$ cat src/rtl/vga_sync_gen.sv
// VGA timing generator: column/row counters, active-region flags, connector syncs,
// end-of-frame pulse and a game tick every FRAMES_PER_TICK enabled frames.
module vga_sync_gen #(
  parameter int unsigned TOTAL_COLS      = 800,
  parameter int unsigned TOTAL_ROWS      = 525,
  parameter int unsigned ACTIVE_COLS     = 640,
  parameter int unsigned ACTIVE_ROWS     = 480,
  parameter int unsigned FRONT_PORCH_H   = 16,
  parameter int unsigned SYNC_H          = 96,
  parameter int unsigned BACK_PORCH_H    = 48,
  parameter int unsigned FRONT_PORCH_V   = 10,
  parameter int unsigned SYNC_V          = 2,
  parameter int unsigned BACK_PORCH_V    = 33,
  parameter int unsigned FRAMES_PER_TICK = 30
) (
  input  logic       i_Clk,
  input  logic       i_Reset_n,
  input  logic       i_Tick_En,
  input  logic       i_Tick_Clr,
  output logic       o_HSync,
  output logic       o_VSync,
  output logic       o_VGA_HSync,
  output logic       o_VGA_VSync,
  output logic [9:0] o_Col_Count,
  output logic [9:0] o_Row_Count,
  output logic       o_Frame_End,
  output logic       o_Game_Tick
);

  localparam int unsigned CW           = 10;
  localparam int unsigned FW           = 6;
  localparam int unsigned H_SYNC_START = ACTIVE_COLS + FRONT_PORCH_H;
  localparam int unsigned H_SYNC_END   = H_SYNC_START + SYNC_H;
  localparam int unsigned V_SYNC_START = ACTIVE_ROWS + FRONT_PORCH_V;
  localparam int unsigned V_SYNC_END   = V_SYNC_START + SYNC_V;

  // Elaboration-time sanity checks on the timing parameters
  if (ACTIVE_COLS + FRONT_PORCH_H + SYNC_H + BACK_PORCH_H != TOTAL_COLS) begin : g_bad_h
    $error("vga_sync_gen: horizontal timing does not sum to TOTAL_COLS");
  end
  if (ACTIVE_ROWS + FRONT_PORCH_V + SYNC_V + BACK_PORCH_V != TOTAL_ROWS) begin : g_bad_v
    $error("vga_sync_gen: vertical timing does not sum to TOTAL_ROWS");
  end
  if (FRAMES_PER_TICK < 1 || FRAMES_PER_TICK > 63) begin : g_bad_fpt
    $error("vga_sync_gen: FRAMES_PER_TICK must be 1..63");
  end

  logic [CW-1:0] col_nxt;
  logic [CW-1:0] row_nxt;
  logic [FW-1:0] frame_cnt;
  logic [FW-1:0] frame_cnt_nxt;
  logic          tick_nxt;

  // Next pixel position; all outputs are decoded from it so they align with the counts
  always_comb begin
    col_nxt = o_Col_Count + CW'(1);
    row_nxt = o_Row_Count;
    if (o_Col_Count == CW'(TOTAL_COLS - 1)) begin
      col_nxt = '0;
      if (o_Row_Count == CW'(TOTAL_ROWS - 1)) begin
        row_nxt = '0;
      end else begin
        row_nxt = o_Row_Count + CW'(1);
      end
    end
  end

  // Frame counter: clear beats increment; the tick lands on the first pixel of the next frame
  always_comb begin
    frame_cnt_nxt = frame_cnt;
    tick_nxt      = 1'b0;
    if (i_Tick_Clr) begin
      frame_cnt_nxt = '0;
    end else if (o_Frame_End && i_Tick_En) begin
      if (frame_cnt == FW'(FRAMES_PER_TICK - 1)) begin
        frame_cnt_nxt = '0;
        tick_nxt      = 1'b1;
      end else begin
        frame_cnt_nxt = frame_cnt + FW'(1);
      end
    end
  end

  always_ff @(posedge i_Clk or negedge i_Reset_n) begin
    if (!i_Reset_n) begin
      o_Col_Count <= '0;
      o_Row_Count <= '0;
      frame_cnt   <= '0;
      o_HSync     <= 1'b1;
      o_VSync     <= 1'b1;
      o_VGA_HSync <= 1'b1;
      o_VGA_VSync <= 1'b1;
      o_Frame_End <= 1'b0;
      o_Game_Tick <= 1'b0;
    end else begin
      o_Col_Count <= col_nxt;
      o_Row_Count <= row_nxt;
      frame_cnt   <= frame_cnt_nxt;
      o_HSync     <= (col_nxt < CW'(ACTIVE_COLS));
      o_VSync     <= (row_nxt < CW'(ACTIVE_ROWS));
      o_VGA_HSync <= !((col_nxt >= CW'(H_SYNC_START)) && (col_nxt < CW'(H_SYNC_END)));
      o_VGA_VSync <= !((row_nxt >= CW'(V_SYNC_START)) && (row_nxt < CW'(V_SYNC_END)));
      o_Frame_End <= (col_nxt == CW'(TOTAL_COLS - 1)) && (row_nxt == CW'(TOTAL_ROWS - 1));
      o_Game_Tick <= tick_nxt;
    end
  end

endmodule

$ cat config.mk
export PLATFORM = sky130hd
export DESIGN_NAME = vga_sync_gen
export DESIGN_NICKNAME = d
export VERILOG_FILES = /design/src/rtl/vga_sync_gen.sv
export SDC_FILE = /design/constraint.sdc
export NUM_CORES = 1
export LEC_CHECK = 0
export CAP_MARGIN = 30
export CORE_MARGIN = 2
export CORE_UTILIZATION = 35
export CTS_CLUSTER_DIAMETER = 50
export DETAILED_ROUTE_END_ITERATION = 7
export HOLD_SLACK_MARGIN = 0.08
export PLACE_DENSITY_LB_ADDON = 0.25
export SKIP_LAST_GASP = 1
export SLEW_MARGIN = 20
export SYNTH_ARGS = -nofsm -noshare
export SYNTH_HDL_FRONTEND = slang
export SYNTH_SLANG_ARGS = --single-unit
export TNS_END_PERCENT = 50
$ cat constraint.sdc
create_clock -name i_Clk -period 7.09 [get_ports i_Clk]
set_input_delay 0.709 -clock i_Clk [delete_from_list [all_inputs] [get_ports i_Clk]]
set_output_delay 0.709 -clock i_Clk [all_outputs]
set_load 0.02 [all_outputs]
==> out/results.ini, run 1 <==
[setup_path]
endpoint=o_VGA_VSync$_DFF_PN1_
regToRegStartpoint=o_Col_Count[5]$_DFF_PN0_
startpoint=o_Col_Count[5]$_DFF_PN0_
r2r_cells=5
arrival_ns=2.85
reg2reg_setup_slack_ns=4.43
critical_path.startpoint_type=flop
cp-end-kind=flop
required_ns=7.28
timing.critical_path.fanout_max=11
r2r-end=o_VGA_VSync$_DFF_PN1_
critical_path_class=reg -> reg

[yosys]
ys_seq_elements=32
synth_ff_type=dfrtp_1
yosysMostFrequentCell=dfrtp_1
avgSynthCellArea_sq_um=9.807
ys_types=52
async_flop_share_pct=100.0
synth_top_area_cell=dfrtp_1
synth_nets=201
yosys.area.top_type_share_pct=37.41
synth-edff-count=0
synth_cells=191
synth_common_cells=dfrtp_1 (28), nor2_1 (14), inv_1 (12), o21ai_0 (11), nor3_1 (10)
ys_top_cells_by_area=dfrtp_1 (37%), dfstp_2 (5.6%), ha_1 (4.0%)
synth-seq-area-share_pct=43.02
yosys_warnings=0
syn_area_sq_um=1873

[clock_network]
clockBufferDepth=2
cts_made_buffers=5
root_buffer=clkbuf_8
path_clk_slew_ns=0.06
cts_resized=0
clock_latency_ns=0.28
ctsHoldBuffers=0
postCtsSetupBuffers=0
cts_tree=built
cts_sinks=32
htreeDepth=2

[detailed_routing]
post_drt_wl_per_cell_microns=14.27
drc=0
routed_wl_microns=4125
drtIter0Drc=60
antenna_left=0
route.vias.total=1534
vias_per_cell=5.308
dr.pass1.iters=4

[die]
die-area_sq_um=5953
io_pins=30
die_w_microns=77.16
coreArea_sq_um=5140
start_util_pct=36.44
rows=26
die_y_microns=77.16

[sta]
min_period_ns=2.664
clock_skew_ns=0.004120
timing_hold_violations_final=0
setup_tns_ns=0
fmax_ghz=0.3753
worst-slew-pin-transition_ns=0.7406
slew_violations=0
worst_slack_ns=4.426
setup_viol=0
hold_ws_ns=0.5357
slew_headroom_pct=50.25
rsz0062_at_grt=false
finalCritPeriodShare_pct=37.58

[run_status]
status=finished, final reports clean

[place]
gp_congestion=0.8124
dp.cells=282
place_ws_ns=4.454
hpwlAfterDp_microns=2926
portBuffers=29
dpl_cell_area_sq_um=2182

[finish]
regArea_sq_um=805.8
antenna_cells=0
fillers=535
final_net_count=229
fin_cells=289
multiInputGateArea_sq_um=945.9
drive_gt1_share_pct=10.96
fin_util_pct=44.33
design_area_sq_um=2278
area_growth_syn_to_layout_pct=21.64

[grt]
grt_use_total_pct=14.62
antenna_found_initial=0
grt_pass1_vias=1424
grt_max_degree=33
grt_overflow=0
grt_pass1_wl_microns=7058

[job]
maxCapViolations=0

[power]
power_density_nw_per_um2=148.8
p_total_mw=0.3390
peakVddDrop_mv=0.05131
p_leak_nw=0.9379

[min_path]
worstHoldPathType=reg -> reg

[report_power, final]
group / switching, mW / internal [mW]
Combinational: 0.00431 / 0.00183
Sequential: 0 / 0.183
Clock: 0.0637 / 0.0864
Total: 0.0680 / 0.271
[registers in the layout (all words and copies together) (netlist names)]
register / cells
o_Frame_End: 1
o_VGA_VSync: 1
frame_cnt: 6
o_Row_Count: 10
o_VGA_HSync: 1
o_Col_Count: 10
o_HSync: 1
o_VSync: 1
o_Game_Tick: 1
[cells by family after synthesis]
family	synth area share [%]
AOI/OAI and AO/OA	12.76
xor gates and xnor gates	4.209
adders and majority gates	4.008
buffers and inverters	6.480
DFF	43.02
muxes	2.271
and+or+nand+nor	27.25
[how the worst min path moves through the flow]
stage / cells after the start / end / slack (ns) / from
after floorplan: 0 / frame_cnt[0]$_DFFE_PN0P_ / 0.41 / i_Reset_n
after global placement: 1 / o_Col_Count[0]$_DFF_PN0_ / 0.53 / o_Col_Count[0]$_DFF_PN0_
after detailed placement: 1 / o_Col_Count[0]$_DFF_PN0_ / 0.52 / o_Col_Count[0]$_DFF_PN0_
after CTS: 1 / o_Col_Count[0]$_DFF_PN0_ / 0.54 / o_Col_Count[0]$_DFF_PN0_
after global routing: 1 / o_Col_Count[0]$_DFF_PN0_ / 0.56 / o_Col_Count[0]$_DFF_PN0_
final: 1 / o_Col_Count[0]$_DFF_PN0_ / 0.54 / o_Col_Count[0]$_DFF_PN0_
[critical path, stage by stage (launching register included)]
cell and delay (ns):
dfrtp_1 0.50, or4b_4 0.63, nor3_1 0.24, mux2_2 0.38
or2_2 0.30, or4b_1 0.53
[layer usage]
layer	wire [microns]	vias to the layer above	track usage, %	part of all wire, %
met2	1747	45	20.52	42
met3	244	6	4.000	5.9
li1	-	763	-	-
met1	2081	720	21.47	50
met5	0	-	0	0
met4	52	0	5.000	1.3
[cell type report]
cell class	count	area share (%)
Clock buffer	7	4.228
Inverter	12	1.977
Multi-Input combinational cell	138	41.52
Sequential cell	32	35.37
Tap cell	70	3.844
Timing Repair Buffer	30	13.07
[cell usage in the layout (no fill, tap or decap), drive strengths merged, types with 2 or more instances in the layout]
cell and count:
mux2i 2, nor4 7, clkbuf 7, nand2b 4, o21ai 11, dfstp 4, nand4b 2, nand4 8
clkdlybuf4s50 29, nand3 9, ha 6, nand2 8, nor3b 3, or4b 4, and3 2, nor4b 2
dfrtp 28, xnor2 6, xor2 3, or3 2, mux2 2, nor3 10, a21o 2, inv 12
a31oi 5, a21oi 8, o41ai 2, nor2 14, or4 2
Note: power is estimated with default switching activity, not from simulation.
==> run 2, diff against run 1 <==
==> constraint.sdc (replaced) <==
create_clock -name i_Clk -period 2.3 [get_ports i_Clk]
set_input_delay 0.23 -clock i_Clk [delete_from_list [all_inputs] [get_ports i_Clk]]
set_output_delay 0.23 -clock i_Clk [all_outputs]
set_load 0.02 [all_outputs]
==> run 2 against run 1 <==
  * Flip-flop and latch count stayed put
  * Global-route usage is 1.9 points higher
  * Clock skew is 0.0023 ns higher
  * Critical path depth stayed put
  * Via count is 7.0% higher
  * Core utilization is 5.8 points higher
==> out/results.ini, run 2 (synthesized netlist as in run 1, its figures left out) <==
[finish]
final_net_count=254  ; +11%
layout_common_cells=clkdlybuf4s50_1 (29), dfrtp_1 (26), buf_4 (26)
antenna_cells=0  ; unchanged
reg_top3=o_Col_Count (10), o_Row_Count (10), frame_cnt (6)
area_growth_syn_to_layout_pct=37.54
drive_gt1_share_pct=23.67  ; +13 points
design_area_sq_um=2576  ; +13%
final_common_cell=clkdlybuf4s50_1

[detailed_routing]
top_layer_used=met4
met3_length_microns=159  ; -35%
vias_per_cell=5.213  ; -1.8%
route.vias.total=1642  ; +7.0%
dr.pass1.iters=4  ; unchanged
wl_met1_microns=2266  ; +8.9%
drc=0  ; unchanged
drtIter0Drc=141  ; +140%
antenna_left=0  ; unchanged
post_drt_wl_per_cell_microns=14.43  ; +1.1%
routed_wl_microns=4547  ; +10%
wl_met2_microns=2084  ; +19%

[power]
p_leak_nw=1.149  ; +23%
p_total_mw=1.175  ; +250%
peakVddDrop_mv=0.4004  ; +680%
power_density_nw_per_um2=456.0  ; +210%

[setup_path]
critical_path_class=reg -> reg
arrival_ns=2.49  ; -0.36 ns
cp-end-kind=flop
timing.critical_path.fanout_max=5  ; -6
required_ns=2.50  ; -4.78 ns
critical_path.startpoint_type=flop

[die]
die-area_sq_um=5953  ; unchanged
coreArea_sq_um=5140  ; unchanged
io_pins=30  ; unchanged
start_util_pct=36.44  ; unchanged
die_w_microns=77.16  ; unchanged
die_y_microns=77.16  ; unchanged
rows=26  ; unchanged

[clock_network]
clock_latency_ns=0.28  ; about the same
htreeDepth=2  ; unchanged
ctsHoldBuffers=0  ; unchanged
path_clk_slew_ns=0.07  ; about the same
cts_made_buffers=5  ; unchanged
root_buffer=clkbuf_8
cts_tree=built
cts_sinks=32  ; unchanged
clockBufferDepth=2  ; unchanged

[sta]
slew_headroom_pct=56.15  ; +5.9 points
clock_skew_ns=0.006408  ; +0.002288 ns
worst-slew-pin-transition_ns=0.6563  ; -0.08426 ns
hold_ws_ns=0.3485  ; -0.1872 ns
timing_hold_violations_final=0  ; unchanged
setup_viol=0  ; unchanged
rsz0062_at_grt=true
finalCritPeriodShare_pct=99.45  ; +62 points
worst_slack_ns=0.01260  ; -4.413 ns
fmax_ghz=0.4372  ; +16%
slew_violations=0  ; unchanged
min_period_ns=2.287  ; -0.3768 ns

[job]
maxCapViolations=0  ; unchanged

[grt]
grt_overflow=0  ; unchanged
grt_pass1_vias=1654  ; +16%
grt_pass1_wl_microns=7990  ; +13%
grt_use_total_pct=16.54  ; +1.9 points
grt_max_degree=33  ; unchanged
antenna_found_initial=0  ; unchanged

[place]
hpwlAfterDp_microns=3314  ; +13%
dpl_cell_area_sq_um=2376  ; +8.9%
gp_congestion=0.7915  ; -2.6%
place_ws_ns=0.004256  ; -4.450 ns
portBuffers=29  ; unchanged

[min_path]
worstHoldPathType=in -> async

[run_status]
status=finished, final reports clean

## run 2: path summary, 6_finish.rpt
| check | from | end | slack [ns] | cells past startpoint |
|---|---|---|---|---|
| max | o_Col_Count[5]$_DFF_PN0_ | o_VGA_VSync$_DFF_PN1_ | 0.01 | 5 |
| min | i_Reset_n | o_Row_Count[1]$_DFF_PN0_ | 0.35 | 2 |
| max reg2reg | o_Col_Count[5]$_DFF_PN0_ | o_VGA_VSync$_DFF_PN1_ | 0.01 | 5 |
| min reg2reg | o_Col_Count[0]$_DFF_PN0_ | o_Col_Count[0]$_DFF_PN0_ | 0.56 | 2 |
| max in group asynchronous | i_Reset_n | o_VGA_HSync$_DFF_PN1_ | 1.63 | 2 |
| min in group i_Clk | o_Col_Count[0]$_DFF_PN0_ | o_Col_Count[0]$_DFF_PN0_ | 0.56 | 2 |
## run 2: stage by stage
stage | setup TNS [ns] | utilization (%) | std cells
floorplan | -0.1863 | - | 191
global placement | 0 | 46.23 | 306
detailed placement | 0 | 46.23 | 306
CTS | 0 | 48.81 | 314
global route | -0.07214 | 50.12 | 315
finish | 0 | 50.12 | 315
## run 2: where the power goes
group	switching, mW	internal [mW]
clock	0.211	0.382
sequential	0	0.563
combinational	0.0131	0.00564
## run 2: critical path: stages, from the launching register on
cell,delay [ns]
dfrtp_2,0.42
or4b_4,0.63
nor3_4,0.15
mux2_4,0.32
or2_4,0.23
or4b_1,0.46
## run 2: what timing repair did
item | CTS | global route
buffers inserted | 0 | 1
endpoints found under the setup margin | 1 | 2
resized for setup | 1 | 8
pin swaps | 0 | 5
hold endpoints to repair | 0 | 0
## run 2: cell type report
type,count,area [sq um]
clock inverter,1,30.03
clock buffer,7,96.34
fill,505,2564
timing repair buffer,55,485.5
inverter,12,45.04
tap,70,87.58
multi-input combinational,138,1023
sequential,32,808.3
## run 2: per-layer routing
metal / vias to the layer above / GRT usage (%)
li1: 810 / -
met1: 794 / 23.04
met2: 33 / 26.26
met3: 5 / 3.294
met4: 0 / 4.286
met5: - / 0
